## src/rtl/mux8t1_32_pkg.sv

```systemverilog
// mux8t1_32_pkg
// Shared select-width constants for the 8:1 word mux and its 4:1 leaves.
// No ports; imported by mux8t1_32 and mux4t1.
package mux8t1_32_pkg;

    // Top-level select: binary index 0..7.
    localparam int unsigned SEL_W      = 3;
    // Leaf select: the low two bits of the top-level select.
    localparam int unsigned LEAF_SEL_W = 2;

endpackage : mux8t1_32_pkg

```

## src/rtl/mux8t1_32_mux4t1.sv

```systemverilog
// mux4t1
// Combinational 4-to-1 word multiplexer, first level of the 8:1 select tree.
// Ports:
//   s       in  LEAF_SEL_W  binary select 0..3
//   I0..I3  in  WIDTH       data inputs, In chosen when s == n
//   o       out WIDTH       selected word, passed through unchanged
module mux4t1
    import mux8t1_32_pkg::*;
#(
    parameter int WIDTH = 32
) (
    input  logic [LEAF_SEL_W-1:0] s,
    input  logic [WIDTH-1:0]      I0,
    input  logic [WIDTH-1:0]      I1,
    input  logic [WIDTH-1:0]      I2,
    input  logic [WIDTH-1:0]      I3,
    output logic [WIDTH-1:0]      o
);

    // Every code is decoded, so unselected inputs (even X/Z) never reach o.
    always_comb begin
        o = '0;
        unique case (s)
            2'd0: o = I0;
            2'd1: o = I1;
            2'd2: o = I2;
            2'd3: o = I3;
        endcase
    end

endmodule : mux4t1

```

## src/rtl/mux8t1_32.sv

```systemverilog
// mux8t1_32
// Registered 8-to-1 word multiplexer. Two 4:1 leaves share s[1:0]; s[2]
// chooses between them and the result is registered into o every cycle.
// Ports:
//   clk     in  1      rising-edge clock
//   rst_n   in  1      synchronous active-low reset, clears o
//   s       in  3      binary select 0..7
//   I0..I7  in  WIDTH  data inputs, In chosen when s == n
//   o       out WIDTH  registered selected word, one cycle latency
module mux8t1_32
    import mux8t1_32_pkg::*;
#(
    parameter int WIDTH = 32
) (
    input  logic             clk,
    input  logic             rst_n,
    input  logic [SEL_W-1:0] s,
    input  logic [WIDTH-1:0] I0,
    input  logic [WIDTH-1:0] I1,
    input  logic [WIDTH-1:0] I2,
    input  logic [WIDTH-1:0] I3,
    input  logic [WIDTH-1:0] I4,
    input  logic [WIDTH-1:0] I5,
    input  logic [WIDTH-1:0] I6,
    input  logic [WIDTH-1:0] I7,
    output logic [WIDTH-1:0] o
);

    logic [WIDTH-1:0] lo_sel;
    logic [WIDTH-1:0] hi_sel;
    logic [WIDTH-1:0] o_d;
    logic [WIDTH-1:0] o_q;

    mux4t1 #(.WIDTH(WIDTH)) u_mux_lo (
        .s  (s[LEAF_SEL_W-1:0]),
        .I0 (I0),
        .I1 (I1),
        .I2 (I2),
        .I3 (I3),
        .o  (lo_sel)
    );

    mux4t1 #(.WIDTH(WIDTH)) u_mux_hi (
        .s  (s[LEAF_SEL_W-1:0]),
        .I0 (I4),
        .I1 (I5),
        .I2 (I6),
        .I3 (I7),
        .o  (hi_sel)
    );

    always_comb begin
        o_d = s[SEL_W-1] ? hi_sel : lo_sel;
    end

    always_ff @(posedge clk) begin
        if (!rst_n) begin
            o_q <= '0;
        end else begin
            o_q <= o_d;
        end
    end

    assign o = o_q;

endmodule : mux8t1_32

```

## config.mk

```make
export PLATFORM = sky130hd
export DESIGN_NAME = mux8t1_32
export DESIGN_NICKNAME = d
export VERILOG_FILES = /design/src/rtl/mux8t1_32_pkg.sv /design/src/rtl/mux8t1_32_mux4t1.sv /design/src/rtl/mux8t1_32.sv
export SDC_FILE = /design/constraint.sdc
export NUM_CORES = 1
export LEC_CHECK = 0
export CELL_PAD_IN_SITES_DETAIL_PLACEMENT = 2
export CELL_PAD_IN_SITES_GLOBAL_PLACEMENT = 2
export CORE_UTILIZATION = 17
export DETAILED_ROUTE_END_ITERATION = 16
export HOLD_SLACK_MARGIN = 0.08
export PLACE_DENSITY = 0.92
export SLEW_MARGIN = 25
export SYNTH_ARGS = -nofsm -noshare
export SYNTH_HDL_FRONTEND = slang
export SYNTH_SLANG_ARGS = --single-unit
```

## constraint.sdc

```tcl
create_clock -name clk -period 3.3 [get_ports clk]
set_input_delay 0.99 -clock clk [delete_from_list [all_inputs] [get_ports clk]]
set_output_delay 0.99 -clock clk [all_outputs]
set_load 0.03 [all_outputs]
```

==> flow_summary.yaml, run 1 <==
run_status:
  status: "finished, final reports clean"
worst_setup_path:
  crit_slowest_cell: "clkdlybuf4s50_1"
  cp.depth: 1
  path_class: "flop to output pin"
  cp-endpoint: "o[4]"
  required_ps: 2310
  startpoint: "o[4]$_SDFF_PN0_"
  slowest_delay_ps: 700
  path_cells: "clkdlybuf4s50_1"
  critPathMaxFanout: 1
  worstSetupStartpointType: "flop"
  crit_path_end_kind: "output pin"
  arrival_ps: 1320
  path_buf_inv: 1
  cp_top_family: "buffers and inverters"
global_routing:
  grt_usage_pct: 17.4
  first_global_vias: 3622
  grt_max_degree: 65
  grt_overflow: 0
  antenna_found_initial: 0
  grt_pass1_wl_mm: 21.0
placed_design:
  place_hpwl_mm: 12.6
  placed_area_um2: 5870
  io_buffers: 292
  place_congestion: 0.860
hold_path:
  hp-class: "primary input to flop"
  hp-start: "s[0]"
cts:
  clockBufferDepth: 2
  path_clk_slew_ps: 60
  clock-root-buffer: "clkbuf_16"
  postCtsResizedCells: 0
  htreeDepth: 2
  cts_tree: "built"
  ctsHoldBuffers: 0
  post_cts.repair.setup_buffers: 0
  clock_sinks: 32
  cts_buffers: 5
sta:
  rsz0062_at_grt: "no"
  fmax_mhz: 433
  period_share_pct: 69.9
  drv_slew: 0
  tightest_slew_ps: 677
  fin_crit_ps: 2310
  setup_viol: 0
  relSlewSlack_pct: 54.9
  tns_ps: 0
  finalHoldViolations: 0
floorplan:
  rows: 46
  die-width_um: 130
  io_pins: 293
  initial_core_util_pct: 17.5
  fp.coreArea_um2: 15900
  dieHeight_um: 130
  die_area_um2: 16900
flow_run:
  drv_cap: 0
drt:
  drc: 0
  post_drt_via_cell_ratio: 4.35
  wire_per_inst_um: 22.0
  vias: 2965
  wl_mm: 15.0
  ant_nets: 0
  drt-pass1-iter-count: 3
  drt_iter0_markers: 63
yosys:
  yosysWarnings: 0
  synth-seq-area-share_pct: 23.0
  ys_ff_latch: 32
  synth_area_per_cell_um2: 15.4
  netlist_instances: 181
  synth_area_um2: 2790
  synth_cell_types: 11
  synth.net_count: 442
finish:
  fill_cells: 1680
  finalNetCount: 725
  stdcell_area_um2: 6020
  largest_reg_flops: 32
  antennaDiodeCount: 0
  drive_gt1_share_pct: 17.0
  most-common-layout-cells: "clkdlybuf4s50_1 (289), mux4_2 (63), mux2i_1 (32), nor2b_1 (32), dfxtp_1 (32)"
  syn2layout_area_growth_pct: 116
  final_common_cell: "clkdlybuf4s50_1"
pwr:
  irDropWorstVdd_mv: 0.151
  p_leak_nw: 2.19
  total_power_w: 0.00167
  p_per_area_nw_per_um2: 278
-- worst min-delay path, stage by stage --
cell and delay (ps):
buf_2 320, mux2i_1 200, nor2b_1 90
-- where the power goes --
part	switching, W	internal, W
combinational	0.000259	0.000493
sequential	0.0000108	0.000423
clock	0.000191	0.000298
-- area by class of cell --
class	instances	area (um2)	area share (%)
flip-flops and latches	32	641	10.6
well taps	216	270	4.49
clock inverters	2	10.0	0.166
multi-input cells	128	1970	32.6
clock buffers	6	139	2.31
repair buffers	297	3000	49.8
-- logic make-up (layout without fill, tap and decap cells) --
group                  Yosys count  in the layout  share of synthesized area [%]
flip-flops                      32             32                           23.0
AND/OR/NAND/NOR                 32             32                           7.18
multiplexers                    96             96                           63.3
buffers and inverters           21            305                           6.51
-- worst min-delay path by stage --
stage                       endpoint  slack (ps)  cells past startpoint
floorplan           o[25]$_SDFF_PN0_        1120                      1
finish              o[25]$_SDFF_PN0_        1360                      3
global route        o[28]$_SDFF_PN0_        1390                      3
detailed placement  o[25]$_SDFF_PN0_        1670                      3
CTS                 o[25]$_SDFF_PN0_        1360                      3
global placement     o[6]$_SDFF_PN0_        1660                      3
-- through the flow --
stage               hold WS [ps]  setup WS (ps)  util, %  instances
finish                      1360            992     37.8        681
global route                1390            941     37.8        681
detailed placement          1670            695     36.8        673
global placement            1660            750     36.8        673
floorplan                   1120           1190        -        181
CTS                         1360            960     37.8        681
-- metal layers --
| layer | GRT usage, % | share of wire, % | wire length, um | up-vias |
|---|---|---|---|---|
| met5 | 0 | 0 | 0 | - |
| met4 | 6.36 | 1.8 | 271 | 0 |
| met3 | 5.04 | 7.7 | 1150 | 18 |
| met2 | 33.2 | 55 | 8180 | 167 |
| met1 | 17.9 | 36 | 5350 | 1465 |
| li1 | - | - | - | 1315 |
-- synth_stat cells (all sizes together) --
master,instances,share of area [%]
mux4,64,52
dfxtp,32,23
mux2i,32,11
nor2b,32,7.2
buf,16,5.8
clkbuf,5,0.72
Note: power is estimated with default switching activity, not from simulation.
==> inputs of run 2 (changes only) <==
- CORE_UTILIZATION: 17 -> 16
- PLACE_DENSITY: 0.92 -> 0.87
- clock period: 3.3 -> 2.2 ns (I/O delays scaled with it)
==> run 2 against run 1 <==
Against the previous run: combinational power up 49%; first-iteration DRC count is 14% lower; worst hold slack got worse by 400 ps; critical path depth unchanged; cell area increased by 0.64%; non-clock buffer count increased by 4; sequential share of layout area is 0.068 points lower; core utilization shrank 1.7 points; sequential power is 50% higher; die area grew 6.2%; critical path type unchanged; critical endpoint is now o[2]; largest cell class unchanged; highest routed layer unchanged.
==> flow_summary.yaml, run 2 (same netlist as run 1, synthesis figures left out) <==
sta:
  finalHoldViolations: 0
  fmax_mhz: 501
  setup_slack_ps: 204
  tns_ps: 0
  tightest_slew_ps: 385
  period_share_pct: 90.7
  setup_viol: 0
  relSlewSlack_pct: 74.2
  rsz0062_at_grt: "no"
  fin_crit_ps: 2000
  drv_slew: 0
pwr:
  total_power_w: 0.00252
  power.switching_w: 0.000664
  p_comb_share_pct: 44.5
  irDropWorstVdd_mv: 0.241
  switching_share_pct: 26.4
  p_per_area_nw_per_um2: 416
  clkPwrFrac_pct: 29.7
  internal-power_w: 0.00185
  p_seq_share_pct: 25.9
  p_leak_nw: 2.21
cts:
  path_clk_slew_ps: 60
  cts_tree: "built"
  htreeDepth: 2
  clock-root-buffer: "clkbuf_16"
  postCtsResizedCells: 0
  clock_sinks: 32
  ctsHoldBuffers: 0
  post_cts.repair.setup_buffers: 0
  clockBufferDepth: 2
  cts_buffers: 5
hold_path:
  hp-start: "s[0]"
  min_to: "o[21]$_SDFF_PN0_"
  worst_hold_path.num_cells: 4
  hp-class: "primary input to flop"
global_routing:
  first_global_vias: 3653
  grt_overflow: 0
  grt_usage_pct: 16.2
  grt_max_degree: 65
  antenna_found_initial: 0
  grt_pass1_wl_mm: 21.4
worst_setup_path:
  path_cells: "clkdlybuf4s50_1"
  cp_top_family: "buffers and inverters"
  worstSetupStartpointType: "flop"
  arrival_ps: 1340
  path_class: "flop to output pin"
  crit_slowest_cell: "clkdlybuf4s50_1"
  required_ps: 1540
  startpoint: "o[2]$_SDFF_PN0_"
  crit_path_end_kind: "output pin"
  critPathMaxFanout: 1
  slowest_delay_ps: 720
  path_buf_inv: 1
drt:
  vias: 2916
  drc: 0
  drt-pass1-iter-count: 3
  drt_iter0_markers: 54
  ant_nets: 0
  post_drt_via_cell_ratio: 4.24
  wl_mm: 14.2
  wire_per_inst_um: 20.7
floorplan:
  dieHeight_um: 134
  rows: 47
  initial_core_util_pct: 16.6
  io_pins: 293
  fp.coreArea_um2: 16800
  die-width_um: 134
  die_area_um2: 18000
finish:
  drive_gt1_share_pct: 17.5
  antennaDiodeCount: 0
  syn2layout_area_growth_pct: 117
  fill_cells: 1757
  finalNetCount: 729
  final_common_cell: "clkdlybuf4s50_1"
  most-common-layout-cells: "clkdlybuf4s50_1 (289), mux4_2 (63), mux2i_1 (32), nor2b_1 (32), dfxtp_1 (32)"
  largest_reg_flops: 32
run_status:
  status: "finished, final reports clean"
placed_design:
  place_congestion: 0.828
  io_buffers: 292
  place_hpwl_mm: 12.2
  dp_worst_setup_slack_ps: 127
flow_run:
  drv_cap: 0
==> run 2: final cells by class <==
cell class	instances	area [um2]	area share, %
flip-flops and latches	32	641	10.6
clock buffers	7	153	2.52
well taps	220	275	4.54
repair buffers	301	3030	49.9
multi-input cells	128	1970	32.4
==> run 2: power by group through the flow <==
stage	Clock (W)	Combinational [W]	Sequential (W)
after floorplan	0	0.000374	0.000773
after global placement	0	0.00110	0.000663
after detailed placement	0	0.00113	0.000665
after CTS	0.000795	0.00114	0.000653
after global routing	0.000808	0.00119	0.000657
final	0.000748	0.00112	0.000651
==> run 2: worst max path at each step <==
stage                  endpoint  slack [ps]  depth (start not counted)
6_report                   o[2]         200                          1
3_5_place_dp   o[30]$_SDFF_PN0_         130                          5
5_1_grt                    o[2]         170                          1
2_1_floorplan   o[0]$_SDFF_PN0_         420                          5
4_1_cts                   o[26]         190                          1
3_3_place_gp    o[8]$_SDFF_PN0_         210                          5
==> run 2: through the flow <==
stage,area [um2],utilization [%],std cells,hold WS [ps]
after floorplan,2790,-,181,788
after global placement,5910,35.1,681,1250
after detailed placement,5910,35.1,681,1270
after CTS,6060,36.0,688,952
after global routing,6060,36.0,688,988
final,6060,36.0,688,959
==> run 2: per-layer routing <==
layer	vias to the layer above	part of all wire [%]	wire length, um	track usage (%)
met1	1432	35	5000	16.5
met5	-	0	0	0
met2	145	58	8230	32.4
met3	18	5.2	739	2.99
met4	0	1.9	266	5.68
li1	1321	-	-	-
==> inputs of run 3 (changes only) <==
- ABC_CLOCK_PERIOD_IN_PS: not set -> 2200
==> results of run 3 <==
The final DEF is identical to that of run 2; final timing and power are the same.
